<file path="config.mk">
export PLATFORM = sky130hd
export DESIGN_NAME = day11_count_stream_tx
export DESIGN_NICKNAME = d
export VERILOG_FILES = /design/src/rtl/day11_pkg.sv /design/src/rtl/day11_count_table.sv /design/src/rtl/day11_count_stream_tx.sv
export SDC_FILE = /design/constraint.sdc
export NUM_CORES = 1
export LEC_CHECK = 0
export CORE_ASPECT_RATIO = 1.5
export CORE_MARGIN = 3
export CORE_UTILIZATION = 30
export DETAILED_ROUTE_END_ITERATION = 8
export SLEW_MARGIN = 40
export SYNTH_ARGS = -nofsm -noshare
export SYNTH_HDL_FRONTEND = slang
export SYNTH_SLANG_ARGS = --single-unit
</file>
<file path="constraint.sdc">
create_clock -name clock -period 12.55 [get_ports clock]
set_clock_uncertainty 0.1 [all_clocks]
set_input_delay 3.1375 -clock clock [delete_from_list [all_inputs] [get_ports clock]]
set_output_delay 3.1375 -clock clock [all_outputs]
set_load 0.05 [all_outputs]
</file>
<file path="src/rtl/day11_pkg.sv">
// Shared constants, FSM state encoding and helpers for the day-11 count stream transmitter.
package day11_pkg;

    localparam int WIDTH      = 64;
    localparam int NUM_COUNTS = 7;
    localparam int IDX_W      = 3;

    localparam logic [IDX_W-1:0] LAST_IDX = IDX_W'(NUM_COUNTS - 1);

    typedef enum logic [1:0] {
        IDLE = 2'd0,
        LOAD = 2'd1,
        SEND = 2'd2,
        DONE = 2'd3
    } state_e;

    function automatic logic idx_in_range(input logic [IDX_W-1:0] a);
        return (a <= LAST_IDX);
    endfunction

endpackage

</file>
<file path="src/rtl/day11_count_table.sv">
// NUM_COUNTS x WIDTH register file: one filtered write port, asynchronous read by index.
module day11_count_table
    import day11_pkg::*;
(
    input  logic             clock,
    input  logic             clear_n,
    input  logic             wr_en,
    input  logic [IDX_W-1:0] wr_addr,
    input  logic [WIDTH-1:0] wr_data,
    input  logic [IDX_W-1:0] rd_addr,
    output logic [WIDTH-1:0] rd_data
);

    logic [WIDTH-1:0] mem_q [NUM_COUNTS];
    logic [WIDTH-1:0] mem_d [NUM_COUNTS];

    // Next table contents: at most one entry replaced per cycle.
    always_comb begin
        for (int i = 0; i < NUM_COUNTS; i++) begin
            if (wr_en && (wr_addr == IDX_W'(i))) begin
                mem_d[i] = wr_data;
            end else begin
                mem_d[i] = mem_q[i];
            end
        end
    end

    // Table storage; reset zeroes every entry.
    always_ff @(posedge clock or negedge clear_n) begin
        if (!clear_n) begin
            for (int i = 0; i < NUM_COUNTS; i++) begin
                mem_q[i] <= {WIDTH{1'b0}};
            end
        end else begin
            for (int i = 0; i < NUM_COUNTS; i++) begin
                mem_q[i] <= mem_d[i];
            end
        end
    end

    // Read mux; an index with no entry behind it reads as zero.
    always_comb begin
        rd_data = {WIDTH{1'b0}};
        for (int i = 0; i < NUM_COUNTS; i++) begin
            if (rd_addr == IDX_W'(i)) begin
                rd_data = mem_q[i];
            end else begin
                rd_data = rd_data;
            end
        end
    end

endmodule

</file>
<file path="src/rtl/day11_count_stream_tx.sv">
// Count stream transmitter: holds the path-count table, pulses load, then streams the
// entries in index order with valid/ready backpressure.
module day11_count_stream_tx
    import day11_pkg::*;
(
    input  logic             clock,
    input  logic             clear_n,
    input  logic             wr_en,
    input  logic [IDX_W-1:0] wr_addr,
    input  logic [WIDTH-1:0] wr_data,
    input  logic             start,
    output logic             load,
    output logic [WIDTH-1:0] count,
    output logic             count_valid,
    output logic             count_last,
    input  logic             ready,
    output logic [IDX_W-1:0] idx,
    output logic             busy,
    output logic             done_,
    output logic             wr_err
);

    state_e           state_q, state_d;
    logic [IDX_W-1:0] idx_q, idx_d;
    logic             done_q, done_d;
    logic             wr_err_q, wr_err_d;
    logic [1:0]       rst_sync_q, rst_sync_d;
    logic             rst_n_s;
    logic             busy_s, xfer_s, last_s, addr_ok_s, wr_ok_s, wr_bad_s;
    logic [WIDTH-1:0] rd_data_s;

    // Reset asserts immediately but releases two clocks later, aligned to the clock.
    always_comb begin
        rst_sync_d = {rst_sync_q[0], 1'b1};
        rst_n_s    = rst_sync_q[1];
    end

    // Reset release synchronizer.
    always_ff @(posedge clock or negedge clear_n) begin
        if (!clear_n) begin
            rst_sync_q <= 2'b00;
        end else begin
            rst_sync_q <= rst_sync_d;
        end
    end

    // Writes only land while the table is not being streamed.
    always_comb begin
        addr_ok_s = idx_in_range(wr_addr);
        xfer_s    = (state_q == SEND) && ready;
        last_s    = (idx_q == LAST_IDX);
        wr_ok_s   = wr_en && !busy_s && addr_ok_s;
        wr_bad_s  = wr_en && (busy_s || !addr_ok_s);
    end

    day11_count_table u_table (
        .clock   (clock),
        .clear_n (rst_n_s),
        .wr_en   (wr_ok_s),
        .wr_addr (wr_addr),
        .wr_data (wr_data),
        .rd_addr (idx_q),
        .rd_data (rd_data_s)
    );

    // State register plus index and sticky flags.
    always_ff @(posedge clock or negedge rst_n_s) begin
        if (!rst_n_s) begin
            state_q  <= IDLE;
            idx_q    <= {IDX_W{1'b0}};
            done_q   <= 1'b0;
            wr_err_q <= 1'b0;
        end else begin
            state_q  <= state_d;
            idx_q    <= idx_d;
            done_q   <= done_d;
            wr_err_q <= wr_err_d;
        end
    end

    // Next-state, index advance and flag updates.
    always_comb begin
        state_d  = state_q;
        idx_d    = idx_q;
        done_d   = done_q;
        wr_err_d = wr_err_q || wr_bad_s;
        case (state_q)
            IDLE: begin
                if (start) begin
                    state_d = LOAD;
                end else begin
                    state_d = IDLE;
                end
            end
            LOAD: begin
                state_d = SEND;
                idx_d   = {IDX_W{1'b0}};
            end
            SEND: begin
                if (xfer_s && last_s) begin
                    state_d = DONE;
                    idx_d   = {IDX_W{1'b0}};
                    done_d  = 1'b1;
                end else if (xfer_s) begin
                    idx_d = idx_q + IDX_W'(1);
                end else begin
                    idx_d = idx_q;
                end
            end
            DONE: begin
                if (start) begin
                    state_d = LOAD;
                    done_d  = 1'b0;
                end else begin
                    state_d = DONE;
                end
            end
            default: begin
                state_d = IDLE;
                idx_d   = {IDX_W{1'b0}};
            end
        endcase
    end

    // Stream outputs decoded from the registered state; count is zero outside SEND.
    always_comb begin
        busy_s      = (state_q == LOAD) || (state_q == SEND);
        load        = (state_q == LOAD);
        count_valid = (state_q == SEND);
        count_last  = (state_q == SEND) && last_s;
        if (state_q == SEND) begin
            count = rd_data_s;
        end else begin
            count = {WIDTH{1'b0}};
        end
        idx    = idx_q;
        busy   = busy_s;
        done_  = done_q;
        wr_err = wr_err_q;
    end

endmodule

</file>
==> metrics <==
status completed; max-slew violations 0; Final ANT Viol Nets 0; fin crit period about 8500 ps; largest net degree at the start of global routing 84; P_leak around 11 nW; final core occ 0.3587; area occupied by multi-input gates 9903 um^2; PwrDens between 200 and 300 nW/um^2; first-pass GRT wire length about 100 mm; CTS Root Cell clkbuf_16; dpl hpwl roughly 38 mm; Top FF cell, synth dfrtp_1; number of clock sinks about 460; Synth warnings 0; Startpoint Class flip-flop; worst setup margin 4062 ps; Distinct cells, synth 37; chip width between 200 and 250 um; Hold Path Class flip-flop to asynchronous set/reset pin; Layout area overhead 17.54%; Post-synth ARST share 1.000; Crit Path Class flip-flop to primary output; register area share after synthesis 0.5125; #FFs+latches synth 457; DR DRC count 0; Peak supply drop roughly 0.00012 V; All-Layer GR Usage 0.1723; crit path DAT ~5300 ps; H-tree levels 2; clock buffer depth 3; Slew headroom 0.3900; Fill cells about 7000; drt pass-1 iters 5; CTS Hold Bufs 0; vias in the first global route approximately 17000; Post-Syn Area per Cell ~13 um^2; Cell Rows 121; Num CTS Buffers 47; clock insertion delay at the later pin of the skew report between 500 and 600 ps; Mapped Area 22320 um^2; Register Area 11440 um^2; Synth Net Count roughly 1800; Post-synth EDFFs 0; PortBufs between 100 and 150; Ports between 100 and 150; CP endpoint kind primary output; Synth top area share 0.5125; Core Area 73120 um^2; Synth area leaders dfrtp_1 51%, mux2_2 20%, a211oi_1 4.3%; Cells after Synth 1765; RSZ-0062 raised after global routing false; dominant cell type by area after synthesis dfrtp_1; slew at the pin closest to its max-slew limit 915.1 ps; setup bufs post-CTS 0; worst-path fanout max 38; wirelength, routed 68.49 mm; vias per inst roughly 5.5; post-cts resize count 0; fmax ~0.12 GHz; GRT Residual Overflow 0; nets ~1900; worst hold slack 180.8 ps; post-place setup slack 4170 ps; die height ~340 um; drt wl/cell 24.02 um; share of layout cells above drive strength 1 0.3092; Final Hold Fails 0; final-report setup violation count 0; Final Cycle Share 0.6763; via count 15548; CTS tree done; Worst Path Required a little over 9000 ps; routability cong. 0.7499; Setup TNS 0 ps; full die area ~80000 um^2; Starting Density 0.3052; max-cap check violation count 0; initial antenna violation count 8; number of DRC markers in iteration 0 about 1000; Reg clk slew, reported paths about 60 ps
[state kept, by name, summed over array words and instances, names as in the netlist]
signal,cells
wr_err,1
rst_sync_q,2
state_q,2
done_,1
idx,3
u_table.mem_q,448
[logic make-up after synthesis]
group,synth area share
DFF,0.5125
AOI/OAI and AO/OA,0.1506
other,0.0001680
muxes,0.2376
adders and majority gates,0.005046
buffers and inverters,0.04727
and+or+nand+nor,0.04687
[critical path, cell delays in order, from the launching register on]
cell,delay [ps]
dfrtp_4,770
inv_2,360
ha_2,540
or2_2,700
buf_4,490
a221o_1,340
a211oi_1,490
clkdlybuf4s50_1,920
[final timing paths]
path,from,to,slack [ps],cells after the start
worst max-delay path,idx[2]$_DFFE_PN0P_,count[53],4060,7
worst min register to register,rst_sync_q[1]$_DFF_PN0_,u_table.mem_q[431]$_DFFE_PN0P_,180,0
worst min-delay path,rst_sync_q[1]$_DFF_PN0_,u_table.mem_q[431]$_DFFE_PN0P_,180,0
worst max register to register,state_q[1]$_DFFE_PN0P_,u_table.mem_q[29]$_DFFE_PN0P_,9260,7
max in group asynchronous,clear_n,rst_sync_q[1]$_DFF_PN0_,9600,1
min in group clock,rst_sync_q[0]$_DFF_PN0_,rst_sync_q[1]$_DFF_PN0_,250,0
[cell usage after synthesis, types with 2 or more instances]
cell type,number
nand2b_1,68
o31ai_1,2
nor3b_1,2
buf_4,22
a21oi_1,65
buf_6,6
nand2_1,4
a221oi_1,64
nand3b_1,67
nor2_1,2
mux2_4,60
buf_1,5
nor2b_1,4
and2_1,2
a211oi_1,128
and3_1,2
a21o_1,65
a221o_1,64
mux2i_1,2
inv_1,70
ha_1,9
clkbuf_1,87
mux2_2,389
o21ai_0,66
dfrtp_1,457
buf_2,42
[placed cells by master (no fill, tap or decap), drive strengths merged, types with 66 or more instances in the layout]
| cell type | synthesis | routed |
|---|---|---|
| nand3b | 67 | 67 |
| clkbuf | 87 | 66 |
| nand2b | 68 | 68 |
| inv | 71 | 72 |
| clkdlybuf4s50 | 0 | 144 |
| o21ai | 66 | 66 |
| dfrtp | 457 | 457 |
| mux2 | 449 | 449 |
| a211oi | 128 | 128 |
[layer usage]
| layer | GRT usage | part of all wire |
|---|---|---|
| met2 | 0.3022 | 0.51 |
| met5 | 0 | 0.00035 |
| met1 | 0.2071 | 0.41 |
| met3 | 0.02386 | 0.041 |
| met4 | 0.08452 | 0.041 |
[per-stage QoR]
step,cell area [um^2],instances,power (W)
3_5_place_dp,24640,2766,0.005601
4_1_cts,26210,2847,0.007086
5_1_grt,26230,2851,0.007428
2_1_floorplan,22320,1765,0.004703
3_3_place_gp,24510,2762,0.005485
6_report,26230,2851,0.007033
[power breakdown]
part	switching (W)	total [W]	internal, W
Sequential	0.000400	0.00260	0.00220
Combinational	0.00162	0.00298	0.00136
Clock	0.000608	0.00145	0.000844
[layout make-up]
| type | instances | share of cell area |
|---|---|---|
| tap | 984 | 0.04694 |
| clock buffer | 66 | 0.05223 |
| multi-input combinational | 1075 | 0.3776 |
| inverter | 71 | 0.01016 |
| clock inverter | 15 | 0.007680 |
| timing repair buffer | 179 | 0.06878 |
| sequential | 457 | 0.4363 |
| antenna | 4 | 0.0003816 |
(Power assumes the default switching activity.)
